File: config.mk
export PLATFORM = sky130hd
export DESIGN_NAME = router_port_rx
export DESIGN_NICKNAME = d
export VERILOG_FILES = /design/src/rtl/router_pkg.sv /design/src/rtl/router_port_rx.sv
export SDC_FILE = /design/constraint.sdc
export NUM_CORES = 1
export LEC_CHECK = 0
export ABC_CLOCK_PERIOD_IN_PS = 2100
export CORE_MARGIN = 4
export CORE_UTILIZATION = 45
export DETAILED_ROUTE_END_ITERATION = 12
export GPL_TIMING_DRIVEN = 0
export PLACE_DENSITY = 0.7
export SLEW_MARGIN = 10
export SYNTH_ARGS = -nofsm -noshare
export SYNTH_HDL_FRONTEND = slang
export SYNTH_SLANG_ARGS = --single-unit
File: constraint.sdc
create_clock -name clock -period 2.1 [get_ports clock]
set_clock_uncertainty 0.2 [all_clocks]
set_input_delay 0.42 -clock clock [delete_from_list [all_inputs] [get_ports clock]]
set_output_delay 0.42 -clock clock [all_outputs]
set_load 0.01 [all_outputs]
File: src/rtl/router_pkg.sv
// Shared types and default widths for the router input ports and switching core.
package router_pkg;

  localparam int ROUTER_ADDR_W = 4;
  localparam int ROUTER_DATA_W = 32;

  typedef enum logic [2:0] {
    IDLE  = 3'd0,
    ADDR  = 3'd1,
    PAD   = 3'd2,
    DATA  = 3'd3,
    DRAIN = 3'd4
  } rx_state_e;

  typedef struct packed {
    logic [ROUTER_ADDR_W-1:0] da;
    logic [ROUTER_DATA_W-1:0] data;
  } rx_pkt_t;

endpackage

File: src/rtl/router_port_rx.sv
// Router input port receiver: deserialises frame_n/valid_n/di packets
// (address, padding, payload, all LSB first) into a parallel word held on a
// valid/ready output register. Malformed frames and drops on a full output
// register are flagged with one-cycle error pulses.
module router_port_rx
  import router_pkg::*;
#(
  parameter int ADDR_W = ROUTER_ADDR_W,
  parameter int DATA_W = ROUTER_DATA_W
) (
  input  logic              clock,
  input  logic              reset,
  input  logic              frame_n,
  input  logic              valid_n,
  input  logic              di,
  output logic              pkt_valid,
  input  logic              pkt_ready,
  output logic [ADDR_W-1:0] pkt_da,
  output logic [DATA_W-1:0] pkt_data,
  output logic              frm_err,
  output logic              ovf_err,
  output logic [7:0]        pkt_cnt
);

  localparam int IDX_W = (DATA_W > 1) ? $clog2(DATA_W) : 1;
  localparam logic [IDX_W-1:0] ADDR_LAST = IDX_W'(ADDR_W - 1);
  localparam logic [IDX_W-1:0] DATA_LAST = IDX_W'(DATA_W - 1);

  rx_state_e         state_q, state_d;
  logic [IDX_W-1:0]  idx_q, idx_d;
  logic [ADDR_W-1:0] addr_q, addr_d, addr_cap_s;
  logic [DATA_W-1:0] data_q, data_d, data_cap_s;
  logic              complete_s, frm_err_s, load_s, ovf_s;

  logic              pkt_valid_q, pkt_valid_d;
  logic [ADDR_W-1:0] pkt_da_q, pkt_da_d;
  logic [DATA_W-1:0] pkt_data_q, pkt_data_d;
  logic [7:0]        pkt_cnt_q, pkt_cnt_d;
  logic              frm_err_q, ovf_err_q;

  // Shift-register images with the current di written at the bit index.
  always_comb begin
    addr_cap_s = addr_q;
    data_cap_s = data_q;
    for (int i = 0; i < ADDR_W; i++) begin
      if (idx_q == IDX_W'(i)) addr_cap_s[i] = di;
      else                    addr_cap_s[i] = addr_q[i];
    end
    for (int i = 0; i < DATA_W; i++) begin
      if (idx_q == IDX_W'(i)) data_cap_s[i] = di;
      else                    data_cap_s[i] = data_q[i];
    end
  end

  // Frame parser: next state, bit index, captures, completion and frame errors.
  always_comb begin
    state_d    = state_q;
    idx_d      = idx_q;
    addr_d     = addr_q;
    data_d     = data_q;
    complete_s = 1'b0;
    frm_err_s  = 1'b0;
    case (state_q)
      IDLE: begin
        if (!frame_n) begin
          addr_d = addr_cap_s;
          if (ADDR_W == 1) begin
            state_d = PAD;
            idx_d   = '0;
          end else begin
            state_d = ADDR;
            idx_d   = IDX_W'(1);
          end
        end else begin
          idx_d = '0;
        end
      end
      ADDR: begin
        if (frame_n) begin
          frm_err_s = 1'b1;
          state_d   = IDLE;
          idx_d     = '0;
        end else if (!valid_n) begin
          frm_err_s = 1'b1;
          state_d   = DRAIN;
          idx_d     = '0;
        end else begin
          addr_d = addr_cap_s;
          if (idx_q == ADDR_LAST) begin
            state_d = PAD;
            idx_d   = '0;
          end else begin
            idx_d = idx_q + IDX_W'(1);
          end
        end
      end
      PAD: begin
        if (frame_n) begin
          frm_err_s = 1'b1;
          state_d   = IDLE;
          idx_d     = '0;
        end else if (!valid_n) begin
          data_d  = data_cap_s;
          state_d = DATA;
          idx_d   = IDX_W'(1);
        end else begin
          state_d = PAD;
        end
      end
      DATA: begin
        if (!valid_n) begin
          data_d = data_cap_s;
          if (frame_n) begin
            // Frame end: complete only if this was the last payload bit.
            if (idx_q == DATA_LAST) complete_s = 1'b1;
            else                    frm_err_s  = 1'b1;
            state_d = IDLE;
            idx_d   = '0;
          end else if (idx_q == DATA_LAST) begin
            frm_err_s = 1'b1;
            state_d   = DRAIN;
            idx_d     = '0;
          end else begin
            idx_d = idx_q + IDX_W'(1);
          end
        end else if (frame_n) begin
          frm_err_s = 1'b1;
          state_d   = IDLE;
          idx_d     = '0;
        end else begin
          state_d = DATA;
        end
      end
      DRAIN: begin
        if (frame_n) begin
          state_d = IDLE;
          idx_d   = '0;
        end else begin
          state_d = DRAIN;
        end
      end
      default: begin
        state_d = IDLE;
        idx_d   = '0;
      end
    endcase
  end

  assign load_s = complete_s & (~pkt_valid_q | pkt_ready);
  assign ovf_s  = complete_s & pkt_valid_q & ~pkt_ready;

  // Output register: load on completion, clear on acceptance, otherwise hold.
  always_comb begin
    pkt_valid_d = pkt_valid_q;
    pkt_da_d    = pkt_da_q;
    pkt_data_d  = pkt_data_q;
    pkt_cnt_d   = pkt_cnt_q;
    if (load_s) begin
      pkt_valid_d = 1'b1;
      pkt_da_d    = addr_q;
      pkt_data_d  = data_cap_s;
      pkt_cnt_d   = pkt_cnt_q + 8'd1;
    end else if (pkt_valid_q && pkt_ready) begin
      pkt_valid_d = 1'b0;
    end else begin
      pkt_valid_d = pkt_valid_q;
    end
  end

  // State, shift registers, output register and error pulses.
  always_ff @(posedge clock) begin
    if (reset) begin
      state_q     <= IDLE;
      idx_q       <= '0;
      addr_q      <= '0;
      data_q      <= '0;
      pkt_valid_q <= 1'b0;
      pkt_da_q    <= '0;
      pkt_data_q  <= '0;
      pkt_cnt_q   <= 8'd0;
      frm_err_q   <= 1'b0;
      ovf_err_q   <= 1'b0;
    end else begin
      state_q     <= state_d;
      idx_q       <= idx_d;
      addr_q      <= addr_d;
      data_q      <= data_d;
      pkt_valid_q <= pkt_valid_d;
      pkt_da_q    <= pkt_da_d;
      pkt_data_q  <= pkt_data_d;
      pkt_cnt_q   <= pkt_cnt_d;
      frm_err_q   <= frm_err_s;
      ovf_err_q   <= ovf_s;
    end
  end

  assign pkt_valid = pkt_valid_q;
  assign pkt_da    = pkt_da_q;
  assign pkt_data  = pkt_data_q;
  assign pkt_cnt   = pkt_cnt_q;
  assign frm_err   = frm_err_q;
  assign ovf_err   = ovf_err_q;

endmodule

# After elaboration in Yosys (flattened, before gate mapping)
# Cells that the tools add are included.
dict set report word_totals {
  input_bits 6
  reg_bits 91
  out_inout_bits 47
  word_cells 148
}
dict set report op_classes {
  n_mux 79
  reduce_logical 9
  add_sub_neg 2
  n_eq_ne 42
  bitwise 6
}
# operator count
set ops {}
lappend ops {{5-bit == test, second input constant} 16}
lappend ops {{32-bit two-way mux} 2}
lappend ops {{32-bit case mux with 2 select lines} 1}
lappend ops {{1-bit two-way mux} 50}
lappend ops {{5-bit two-way mux} 9}
lappend ops {{5-bit by 4-bit == test with 1-bit output, second input constant} 8}
lappend ops {{5-bit case mux with 5 select lines} 1}
lappend ops {{3-bit two-way mux} 8}
lappend ops {{5-bit by 3-bit == test with 1-bit output, second input constant} 4}
lappend ops {{3-bit case mux with 5 select lines} 1}
lappend ops {{4-bit two-way mux} 3}
lappend ops {{5-bit by 2-bit == test with 1-bit output, second input constant} 2}
lappend ops {{8-bit by 1-bit adder with 8-bit output, second input constant} 1}
lappend ops {{2-bit inequality test, second input constant} 4}
lappend ops {{4-bit inequality test, second input constant} 2}
lappend ops {{4-bit case mux with 2 select lines} 1}
lappend ops {{3-bit by 2-bit == test with 1-bit output, second input constant} 2}
lappend ops {{2-bit nonzero test} 3}
lappend ops {{5-bit by 1-bit adder with 5-bit output, second input constant} 1}
lappend ops {{5-bit by 1-bit == test with 1-bit output, second input constant} 1}
lappend ops {{5-bit logical NOT} 1}
lappend ops {{2-bit two-way mux} 2}
lappend ops {{4-bit AND reduction} 1}
lappend ops {{1-bit bitwise AND} 3}
lappend ops {{other kinds (10)} 11}

# Longest topological paths before layout
# Gate-level depths: netlist (run 1).
dict set report logic_depth {
  ltp_word 7
  ltp_mapped 10
  mapped_depth_nobuf 7
}

# Worst setup path after synthesis (run 1)
# OpenSTA, ideal clock, no wires.
dict set report synth_path {
  path_type {reg2reg}
  from {register idx_q[3]}
  to {register pkt_cnt_q[6], in the netlist pkt_cnt[6]}
  arrival_time_ns 2.044
  setup_time_ns 0.070
  path_stages_with_launch 10
  period_less_slack_ns 2.314
  slack_ns -0.214
  cell_sequence {dfxtp_1 > buf_2 > buf_2 > and3_1 > ha_1 > ha_1 > nand3_1 > buf_2 > or3_1 > a21oi_1}
}
dict set report synth_via {
  elab_chain_len 6
}
# element line_no
set synth_rtl {}
lappend synth_rtl {{start: declaration} router_port_rx.sv:30} ;# logic [IDX_W-1:0] idx_q, idx_d;
lappend synth_rtl {{start signal: assignment} router_port_rx.sv:185} ;# idx_q <= idx_d;
lappend synth_rtl {{5-bit == test} router_port_rx.sv:115} ;# if (idx_q == DATA_LAST) complete_s = 1'b1;
lappend synth_rtl {{1-bit two-way mux} router_port_rx.sv:115}
lappend synth_rtl {{1-bit two-way mux} router_port_rx.sv:113} ;# if (frame_n) begin
lappend synth_rtl {{1-bit two-way mux} router_port_rx.sv:111} ;# if (!valid_n) begin
lappend synth_rtl {{1-bit two-way mux} router_port_rx.sv:63} ;# case (state_q)
lappend synth_rtl {{1-bit bitwise AND} router_port_rx.sv:149} ;# assign load_s = complete_s & (~pkt_valid_q | pkt_ready);
lappend synth_rtl {{end signal: assignment} router_port_rx.sv:191} ;# pkt_cnt_q <= pkt_cnt_d;
lappend synth_rtl {{end: declaration} router_port_rx.sv:38} ;# logic [7:0] pkt_cnt_q, pkt_cnt_d;
# Every way passes these cells.
# A chain may end at the register's enable or synchronous reset.

# Worst setup path after layout (run 1)
dict set report layout_path {
  from {register idx_q[0]}
  to {register pkt_data_q[30], in the netlist pkt_data[30]}
}
dict set report layout_via {
  elab_chain_len 6
  elab_cells_between_ends 8
  classes_between {2 x eq/ne; 5 x mux; 1 x bitwise}
}
# element line_no
set layout_rtl {}
lappend layout_rtl {{5-bit == test} router_port_rx.sv:115}
lappend layout_rtl {{1-bit two-way mux} router_port_rx.sv:115}
lappend layout_rtl {{1-bit two-way mux} router_port_rx.sv:113}
lappend layout_rtl {{1-bit two-way mux} router_port_rx.sv:111}
lappend layout_rtl {{1-bit two-way mux} router_port_rx.sv:63}
lappend layout_rtl {{1-bit bitwise AND} router_port_rx.sv:149}
lappend layout_rtl {{end signal: assignment} router_port_rx.sv:190} ;# pkt_data_q <= pkt_data_d;
lappend layout_rtl {{end: declaration} router_port_rx.sv:37} ;# logic [DATA_W-1:0] pkt_data_q, pkt_data_d;
# Parallel ways exist; a longest one is shown, timed or not.

==> qor.csv, run 1 <==
stage;metric;value;unit
placement;GP Congestion;0.900;
sta;Fmax;0.476;GHz
drt;drt pass-1 iters;6;
yosys;Post-synth ARST share;0;
power_and_ir_drop;cell internal pwr;2.45;mW
sta;endpoints failing hold;0;
yosys;Yosys top cell area share;0.441;
drt;via count;3876;
layout;fin nets;577;
power_and_ir_drop;leakage;1.84;nW
clocking;total CTS buffers;9;
floorplanning;DIE HEIGHT;104;µm
critical_path;reg-to-reg startpoint;idx_q[0];
grt;number of global-route vias before repair;3688;
grt;largest net degree at the start of global routing;16;
clocking;H-tree depth;3;
floorplanning;die area;10800;µm²
yosys;Yosys Warn Count;0;
layout;Post-Layout Cell Count;675;
run_status;failing checks;setup timing;
grt;total gr overflow;0;
power_and_ir_drop;Tot Pwr;3.20;mW
drt;WL/cell;17.2;µm
sta;Worst-Margin Slew;0.734;ns
power_and_ir_drop;Switching Power;0.753;mW
clocking;Hold Buf Count CTS;0;
critical_path;R2R depth;9;
clocking;TritonCTS clock tree;built;
clocking;Clock Latency Late Sink;0.36;ns
critical_path;CP Launch Type;flip-flop;
power_and_ir_drop;Sw Share;0.235;
power_and_ir_drop;maximum VDD drop;0.407;mV
power_and_ir_drop;clock share of power;0.411;
yosys;area leader, netlist;dfxtp_1;
drt;1st-iter DRT viols;281;
yosys;Main synth FF type;dfxtp_1;
layout;final core occ;0.631;
sta;Sum Neg Setup Slack;-0.000145;ns
drt;remaining antenna violation count;0;
worst_hold_path;Hold WC Path Type;reg -> reg;
critical_path;CP Capture Type;flip-flop;
yosys;top cells by area, synth;dfxtp_1 44%, a211oi_1 10%, nor2_1 8.1%;
sta;Final Cycle Share;1.00;
critical_path;WP data required;2.16;ns
power_and_ir_drop;Flop pwr share;0.541;
power_and_ir_drop;PwrDens;574;nW/µm²
grt;initial antenna violation count;0;
placement;Placed Cells incl. Taps;640;
critical_path;CP startpoint;idx_q[0];
run_status;status;complete, but fails checks;
yosys;number of synthesized flops with an enable pin;0;
grt;Overall Global Routing Usage;0.209;
layout;share of cells above drive strength 1;0.189;
yosys;Seq/Total Area, Yosys;0.441;
grt;global-route wire length before repair;18.5;mm
clocking;worst-case clock buffer depth;2;
floorplanning;Starting Density;0.467;
layout;Finished Cell Area;5580;µm²
yosys;Synth Instances;482;
clocking;clock net sink count;91;
sta;# setup viols final;1;
critical_path;R2R setup slack;-0.0001;ns
sta;RSZ-0062 raised after global routing;yes;
layout;Fillers;748;
yosys;Post-Syn Nets;496;
drt;Via density;5.74;
flow_run;MaxCap Viol Count;0;
worst_hold_path;Min-Delay Path Depth;2;
placement;HPWL after DPL;7.56;mm
placement;dpl ws;-0.594;ns
critical_path;RR Endpoint;pkt_data[30];
sta;Max Slew Vio Count;0;
critical_path;Worst Path Arrival;2.16;ns
yosys;synthesized area per cell;8.58;µm²
drt;detailed-route DRC error count;0;
floorplanning;Die Span X;104;µm
drt;final WL;11.6;mm
yosys;post-synth cell types;43;
layout;Inserted Diodes;0;
floorplanning;Core Area;8850;µm²
placement;Placed Area;4830;µm²
clocking;root buf cell;clkbuf_8;
sta;Max transition margin;0.511;
critical_path;Setup CP Type;reg -> reg;
sta;Final Critical Period;2.10;ns
critical_path;Critical Path Sink;pkt_data[30];
yosys;cell area after synthesis;4140;µm²
sta;worst hold slack;0.262;ns
placement;IO buf count;50;
layout;Layout area overhead;35.0;%
yosys;flops & latches, synth;91;
floorplanning;Top Ports;53;
floorplanning;FP Rows;34;
clocking;Clock transition at path regs;0.10;ns
sta;PnR worst setup slack;-0.000145;ns
critical_path;Crit Path Max Fanout;7;
power_and_ir_drop;Combinational Power Share;0.048;
worst max-delay path, stage by stage (launching register included):
cell,delay [ns]
dfxtp_4,0.37
ha_4,0.13
and3_4,0.19
ha_4,0.18
ha_4,0.15
and3_4,0.22
buf_12,0.16
buf_8,0.13
nor2_1,0.05
a311oi_2,0.19
timing repair:
| item | CTS | global route |
|---|---|---|
| resized for setup | 44 | 48 |
| cloned | 3 | 2 |
| buffers inserted | 13 | 4 |
| endpoints found under the hold margin | 0 | 0 |
| pin swaps | 6 | 22 |
| setup endpoints to repair | 81 | 66 |
power groups by stage:
stage               Sequential (mW)  Combinational (mW)  Clock (mW)
floorplan                      1.78              0.0886           0
global placement               1.78               0.131           0
detailed placement             1.78               0.133           0
CTS                            1.73               0.141        1.34
global route                   1.74               0.165        1.40
finish                         1.73               0.153        1.32
layer usage:
| metal | global-route usage | vias up | wire, µm |
|---|---|---|---|
| li1 | - | 1883 | - |
| met1 | 0.277 | 1856 | 5210 |
| met2 | 0.349 | 122 | 5640 |
| met3 | 0.0459 | 15 | 613 |
| met4 | 0.0503 | 0 | 123 |
| met5 | 0 | - | 0 |
synth_stat cells (all sizes together), types with 4 or more instances:
master / number
o21ai: 12
a21oi: 23
and3: 6
a211oi: 56
clkbuf: 25
and2: 4
nor3: 11
nand2: 29
nand4: 8
mux2i: 33
nand2b: 11
ha: 8
inv: 6
o31ai: 5
dfxtp: 91
nor2b: 4
buf: 18
nand3: 10
nor2: 89
placed cells by master (no fill, tap or decap), types with 3 or more instances in the layout:
| cell | instances |
|---|---|
| nand2b_1 | 11 |
| or3_1 | 3 |
| and2_1 | 4 |
| dfxtp_1 | 87 |
| mux2i_1 | 33 |
| nor3_2 | 3 |
| nor2b_1 | 4 |
| clkbuf_1 | 20 |
| clkbuf_2 | 3 |
| nand2_1 | 29 |
| inv_1 | 6 |
| a21oi_1 | 22 |
| nor2_1 | 86 |
| ha_4 | 4 |
| clkbuf_8 | 9 |
| buf_8 | 5 |
| clkdlybuf4s50_1 | 49 |
| o31ai_1 | 4 |
| nor3_1 | 7 |
| and3_1 | 4 |
| a211oi_2 | 19 |
| buf_4 | 20 |
| nand4_1 | 8 |
| a211oi_1 | 37 |
| buf_6 | 6 |
| o21ai_0 | 11 |
| nand3_1 | 9 |
cell families after synthesis:
group | Yosys count | share of synthesized area
adders and majority gates | 8 | 0.0242
DFF | 91 | 0.441
and+or+nand+nor | 186 | 0.215
AOI/OAI and AO/OA | 112 | 0.184
xor gates and xnor gates | 3 | 0.00636
buffers and inverters | 49 | 0.0502
muxes | 33 | 0.0799
state kept, by name, summed over array words and instances, names as in the netlist:
name,cells
ovf_err,1
addr_q,4
pkt_cnt,8
data_q,32
idx_q,5
pkt_valid,1
frm_err,1
state_q,3
pkt_da,4
pkt_data,32
final cells by class:
type | count | area [µm²] | area share
multi-input cells | 342 | 2350 | 0.420
clock inverters | 5 | 86.3 | 0.0155
flip-flops and latches | 91 | 1830 | 0.328
inverters | 6 | 22.5 | 0.00403
clock buffers | 10 | 128 | 0.0229
well taps | 108 | 135 | 0.0242
repair buffers | 72 | 743 | 0.133
plain buffers | 41 | 289 | 0.0518
how the worst min path moves through the flow:
| stage | startpoint | endpoint | slack [ns] |
|---|---|---|---|
| after global placement | addr_q[0] | pkt_da[0] | 0.25 |
| final | addr_q[0] | pkt_da[0] | 0.26 |
| after global routing | addr_q[0] | pkt_da[0] | 0.27 |
| after floorplan | addr_q[0] | pkt_da[0] | 0.23 |
| after CTS | data_q[3] | data_q[3] | 0.27 |
| after detailed placement | pkt_da[3] | pkt_da[3] | 0.25 |
Power figures use the tool's default switching activity.
==> run 2: changes to the inputs <==
--- a/config.mk
+++ b/config.mk
@@ -6,11 +6,13 @@
 export NUM_CORES = 1
 export LEC_CHECK = 0
 export ABC_CLOCK_PERIOD_IN_PS = 2100
+export CORE_ASPECT_RATIO = 1.25
 export CORE_MARGIN = 4
-export CORE_UTILIZATION = 45
+export CORE_UTILIZATION = 50
 export DETAILED_ROUTE_END_ITERATION = 12
 export GPL_TIMING_DRIVEN = 0
-export PLACE_DENSITY = 0.7
+export PLACE_DENSITY = 0.76
+export SETUP_SLACK_MARGIN = 0.15
 export SLEW_MARGIN = 10
 export SYNTH_ARGS = -nofsm -noshare
 export SYNTH_HDL_FRONTEND = slang
==> run 2 against run 1 <==
Net effect: the run still ends with setup timing left; power is 0.74% higher; via count increased by 5.7%; clock power is essentially flat; sequential cell count unchanged; global-route usage rose by 2.5 points; largest power group unchanged; highest routed layer unchanged.
==> qor.csv, run 2 (synthesized netlist as in run 1, its figures left out) <==
stage;metric;value;unit;change
run_status;status;complete, but fails checks;;
run_status;failing checks;setup timing;;
floorplanning;die area;9800;µm²;-9.2%
layout;fin nets;585;;+1.4%
clocking;TritonCTS clock tree;built;;
clocking;root buf cell;clkbuf_8;;
grt;Overall Global Routing Usage;0.234;;+0.0249
clocking;H-tree depth;3;;unchanged
sta;# setup viols final;1;;unchanged
critical_path;R2R setup slack;-0.03;ns;-0.03 ns
layout;most frequent cells in the layout;82 x dfxtp_1, 56 x nor2_1, 35 x clkdlybuf4s50_1;;
sta;Final Critical Period;2.13;ns;+0.0272 ns
floorplanning;Core Area;7930;µm²;-10%
power_and_ir_drop;PwrDens;529;nW/µm²;-7.9%
sta;Worst-Margin Slew;0.760;ns;+0.0257 ns
sta;RSZ-0062 raised after global routing;yes;;
sta;PnR worst setup slack;-0.0274;ns;-0.0272 ns
clocking;Clock transition at path regs;0.09;ns;about the same
worst_hold_path;Min-Delay Path Depth;2;;unchanged
critical_path;CP Launch Type;flip-flop;;
layout;commonest non-fill, non-tap cell in the layout;dfxtp_1;;
sta;Fmax;0.470;GHz;-1.3%
critical_path;Setup CP Type;reg -> reg;;
power_and_ir_drop;leakage;2.26;nW;+23%
grt;initial antenna violation count;0;;unchanged
worst_hold_path;hold path start;pkt_da[3];;
clocking;Clock Latency Late Sink;0.36;ns;about the same
drt;Via density;6.11;;+6.5%
drt;final WL;12.9;mm;+11%
grt;total gr overflow;0;;unchanged
grt;largest net degree at the start of global routing;16;;unchanged
worst_hold_path;Min-Delay Endpoint;pkt_da[3];;
drt;WL/cell;19.2;µm;+12%
layout;share of cells above drive strength 1;0.332;;+0.143
placement;HPWL after DPL;7.60;mm;+0.52%
sta;Final Cycle Share;1.01;;+0.0130
clocking;clock net sink count;91;;unchanged
placement;GP Congestion;0.886;;-1.6%
sta;Max Slew Vio Count;0;;unchanged
power_and_ir_drop;maximum VDD drop;0.527;mV;+29%
flow_run;MaxCap Viol Count;0;;unchanged
critical_path;R2R depth;9;;unchanged
clocking;total CTS buffers;9;;unchanged
drt;drt pass-1 iters;5;;-1
placement;IO buf count;50;;unchanged
layout;Inserted Diodes;0;;unchanged
grt;number of global-route vias before repair;3893;;+5.6%
worst_hold_path;Hold WC Path Type;reg -> reg;;
drt;remaining antenna violation count;0;;unchanged
floorplanning;Die Span X;89.3;µm;-14%
drt;via count;4096;;+5.7%
floorplanning;FP Rows;36;;+5.9%
critical_path;WP data required;2.16;ns;about the same
drt;detailed-route DRC error count;0;;unchanged
sta;worst hold slack;0.273;ns;+0.0114 ns
placement;Placed Cells incl. Taps;627;;-2.0%
drt;1st-iter DRT viols;298;;+6.0%
sta;Max transition margin;0.493;;-0.0172
layout;Post-Layout Cell Count;670;;-0.74%
layout;Layout area overhead;47.6;%;
clocking;worst-case clock buffer depth;2;;unchanged
critical_path;RR Endpoint;pkt_data[28];;
floorplanning;DIE HEIGHT;110;µm;+5.6%
critical_path;reg-to-reg startpoint;idx_q[0];;
floorplanning;Starting Density;0.522;;+0.0543
floorplanning;Top Ports;53;;unchanged
critical_path;CP Capture Type;flip-flop;;
critical_path;Worst Path Arrival;2.19;ns;+0.03 ns
critical_path;Crit Path Max Fanout;6;;-1
clocking;Hold Buf Count CTS;0;;unchanged
sta;endpoints failing hold;0;;unchanged
grt;global-route wire length before repair;18.2;mm;-1.3%
[run 2: through the flow]
stage | total power, mW | instance area, µm² | utilization | setup slack, ns | TNS, ns
finish | 3.23 | 6100 | 0.770 | -0.0274 | -0.0274
global route | 3.31 | 6100 | 0.770 | -0.0685 | -0.272
detailed placement | 1.91 | 4910 | 0.619 | -0.677 | -39.96
global placement | 1.91 | 4910 | 0.619 | -0.592 | -35.88
CTS | 3.19 | 5480 | 0.691 | 0.0441 | 0
floorplan | 1.86 | 4290 | - | 0.117 | 0
[run 2: cell type report]
type                       instances  area (µm²)
clock buffer                      10         128
tap                               95         119
fill                             512        1830
clock inverter                     5        86.3
inverter                           6        26.3
sequential                        91        1840
buffer                            43         350
timing repair buffer              78         860
multi-input combinational        342        2700
[run 2: what timing repair did]
item	in CTS	in global routing
pin swaps	15	20
resized for setup	62	122
setup endpoints to repair	89	83
setup buffers	18	4
gates cloned	1	5
[run 2: critical path, stage by stage (launching register included)]
cell,delay [ns]
dfxtp_4,0.37
ha_4,0.14
and3_4,0.19
ha_4,0.16
ha_4,0.16
and3_4,0.23
buf_12,0.16
buf_8,0.15
nor2_1,0.05
a311oi_1,0.22
[run 2: worst max path at each step]
stage                     cells after the start           end     start
after floorplan                               9    pkt_cnt[6]  idx_q[2]
after global placement                        6    data_q[21]   valid_n
after detailed placement                      6    data_q[21]   frame_n
after CTS                                     9    pkt_cnt[5]  idx_q[2]
after global routing                         10  pkt_data[28]  idx_q[2]
final                                         9  pkt_data[28]  idx_q[0]
[run 2: power by group]
part	leakage (nW)	internal (mW)	switching, mW	total [mW]
registers	0.738	1.73	0.00591	1.73
logic	1.42	0.0521	0.120	0.172
clock network	0.107	0.674	0.648	1.32
total	2.26	2.45	0.774	3.23
[run 2: per-layer routing]
layer,vias up,global-route usage,share of wire
met5,-,0,0
met4,0,0.124,0.034
met3,39,0.0352,0.056
met2,171,0.390,0.52
met1,1993,0.287,0.39
li1,1893,-,-
==> run 3: changes to the inputs <==
--- a/config.mk
+++ b/config.mk
@@ -6,12 +6,12 @@
 export NUM_CORES = 1
 export LEC_CHECK = 0
 export ABC_CLOCK_PERIOD_IN_PS = 2100
+export CAP_MARGIN = 20
 export CORE_ASPECT_RATIO = 1.25
 export CORE_MARGIN = 4
-export CORE_UTILIZATION = 50
+export CORE_UTILIZATION = 38
 export DETAILED_ROUTE_END_ITERATION = 12
 export GPL_TIMING_DRIVEN = 0
-export PLACE_DENSITY = 0.76
 export SETUP_SLACK_MARGIN = 0.15
 export SLEW_MARGIN = 10
 export SYNTH_ARGS = -nofsm -noshare
==> run 3 against run 2 <==
Net effect: the run still ends with setup timing left; count of clock-buffer cells in the layout unchanged; global-route usage is 4.6 points lower; hold slack lost 0.0057 ns; routed wire length decreased by 6.2%; first-iteration DRC count down 46%; core utilization shrank 19 points; power rose by 17%; die area rose by 29%; clock power up 43%; register-to-register slack hardly changed; via count fell by 5.1%.
==> qor.csv, run 3 (synthesized netlist as in run 1, its figures left out) <==
stage;metric;value;unit;change
floorplanning;Top Ports;53;;unchanged
sta;Final Critical Period;2.12;ns;-0.0104 ns
drt;final WL;12.1;mm;-6.2%
floorplanning;die area;12600;µm²;+29%
drt;WL/cell;17.1;µm;-11%
clocking;H-tree depth;3;;unchanged
grt;layer with the highest usage;met2;;
clocking;Clock Latency Late Sink;0.34;ns;-0.02 ns
critical_path;CP Capture Type;flip-flop;;
flow_run;MaxCap Viol Count;0;;unchanged
power_and_ir_drop;leakage;2.15;nW;-5.1%
layout;final core occ;0.583;;-0.187
worst_hold_path;hold path start;addr_q[0];;
floorplanning;Starting Density;0.390;;-0.132
layout;Layout area overhead;49.5;%;
sta;PnR worst setup slack;-0.0170;ns;+0.0104 ns
drt;remaining antenna violation count;0;;unchanged
drt;Via density;5.51;;-9.9%
clocking;TritonCTS clock tree;built;;
grt;global-route wire length before repair;19.3;mm;+5.5%
run_status;failing checks;setup timing;;
critical_path;R2R depth;11;;+2
sta;endpoints failing hold;0;;unchanged
critical_path;reg-to-reg startpoint;idx_q[2];;
worst_hold_path;Min-Delay Path Depth;2;;unchanged
layout;commonest non-fill, non-tap cell in the layout;dfxtp_1;;
run_status;status;complete, but fails checks;;
critical_path;CP Launch Type;flip-flop;;
critical_path;Crit Path Max Fanout;5;;-1
sta;Worst-Margin Slew;0.835;ns;+0.0752 ns
layout;Fillers;927;;+81%
floorplanning;DIE HEIGHT;125;µm;+14%
critical_path;R2R setup slack;-0.02;ns;about the same
clocking;worst-case clock buffer depth;2;;unchanged
layout;multi-input combinational cell area;2670;µm²;-0.97%
placement;IO buf count;50;;unchanged
worst_hold_path;Min-Delay Endpoint;pkt_da[0];;
grt;number of global-route vias before repair;3906;;+0.33%
layout;Inserted Diodes;0;;unchanged
grt;met2 Track Usage GR;0.327;;-0.0638
power_and_ir_drop;Tot Pwr;3.79;mW;+17%
sta;Max Slew Vio Count;0;;unchanged
layout;most frequent cells in the layout;83 x dfxtp_1, 67 x nor2_1, 45 x clkdlybuf4s50_1;;
power_and_ir_drop;PwrDens;613;nW/µm²;+16%
clocking;clock net sink count;91;;unchanged
sta;Final Cycle Share;1.01;;-0.00494
layout;share of cells above drive strength 1;0.303;;-0.0290
floorplanning;Die Span X;101;µm;+13%
critical_path;Setup CP Type;reg -> reg;;
layout;fin nets;583;;-0.34%
drt;1st-iter DRT viols;161;;-46%
floorplanning;FP Rows;42;;+17%
drt;drt pass-1 iters;5;;unchanged
critical_path;WP data required;2.10;ns;-0.06 ns
placement;GP Congestion;0.894;;+0.95%
floorplanning;Core Area;10600;µm²;+34%
sta;Fmax;0.472;GHz;+0.49%
power_and_ir_drop;maximum VDD drop;0.401;mV;-24%
layout;FF+latch area;1840;µm²;about the same
sta;Max transition margin;0.443;;-0.0501
grt;total gr overflow;0;;unchanged
critical_path;Worst Path Arrival;2.11;ns;-0.08 ns
clocking;root buf cell;clkbuf_16;;
clocking;total CTS buffers;9;;unchanged
sta;worst hold slack;0.267;ns;-0.00571 ns
placement;HPWL after DPL;7.89;mm;+3.8%
clocking;Clock transition at path regs;0.07;ns;-0.02 ns
worst_hold_path;Hold WC Path Type;reg -> reg;;
grt;initial antenna violation count;0;;unchanged
grt;GRT met1 Usage;0.231;;-0.0559
sta;RSZ-0062 raised after global routing;yes;;
grt;met3 GRT Util;0.0297;;-0.00554
drt;via count;3889;;-5.1%
grt;largest net degree at the start of global routing;16;;unchanged
drt;detailed-route DRC error count;0;;unchanged
critical_path;RR Endpoint;pkt_data[11];;
grt;Overall Global Routing Usage;0.188;;-0.0462
sta;# setup viols final;7;;+6
-- run 3: changes by cell type in the layout (fill, tap and decap cells not counted), sizes merged --
cell | previous run | this run
dlymetal6s2s | 13 | 2
clkdlybuf4s50 | 35 | 45
clkbuf | 40 | 35
buf | 41 | 44
bufinv | 2 | 3
clkinv | 2 | 1
dlygate4sd2 | 2 | 3
inv | 6 | 7
-- run 3: repair_timing --
item / in CTS / in global routing
endpoints found under the setup margin: 88 / 80
gates resized for setup: 89 / 77
cloned: 2 / 1
setup buffers: 18 / 5
hold buffers: 0 / 0
pin swaps: 18 / 22
-- run 3: stage by stage --
stage	std cells	setup slack, ns	TNS [ns]	cell area [µm²]
after global routing	706	-0.0698	-1.48	6180
after detailed placement	664	-0.686	-39.02	4950
after global placement	664	-0.661	-37.68	4950
final	706	-0.0170	-0.0688	6180
after floorplan	482	0.117	0	4290
after CTS	700	0.00448	0	5820
-- run 3: worst max-delay path: stages (launching register included) --
cell,delay (ns)
dfxtp_2,0.32
buf_6,0.11
buf_8,0.11
and3_4,0.18
ha_4,0.17
ha_4,0.16
and3_4,0.15
buf_8,0.13
buf_12,0.14
clkbuf_16,0.16
nor2_2,0.09
a211oi_2,0.04
-- run 3: cell type report --
class / count / area share
timing repair buffer: 76 / 0.128
clock buffer: 10 / 0.0386
clock inverter: 6 / 0.0180
multi-input combinational: 342 / 0.432
buffer: 43 / 0.0554
tap: 132 / 0.0267
inverter: 6 / 0.00405
sequential: 91 / 0.297
-- run 3: how the worst max path moves through the flow --
stage	startpoint	to	slack, ns	cells after the start
floorplan	idx_q[2]	pkt_cnt[6]	0.12	9
global placement	frame_n	data_q[27]	-0.66	6
detailed placement	frame_n	data_q[9]	-0.69	6
CTS	idx_q[0]	pkt_cnt[5]	0.004	8
global route	idx_q[2]	pkt_data[5]	-0.07	10
finish	idx_q[2]	pkt_data[11]	-0.02	11
-- run 3: power breakdown --
group	total (mW)	switching, mW	internal (mW)
combinational	0.167	0.115	0.0521
sequential	1.74	0.00548	1.73
clock	1.89	0.691	1.20
total	3.79	0.811	2.98
-- run 3: metal layers --
metal / up-vias / wire length [µm]
met2: 95 / 6220
met3: 21 / 574
met1: 1875 / 5080
met4: 0 / 195
met5: - / 0
li1: 1898 / -
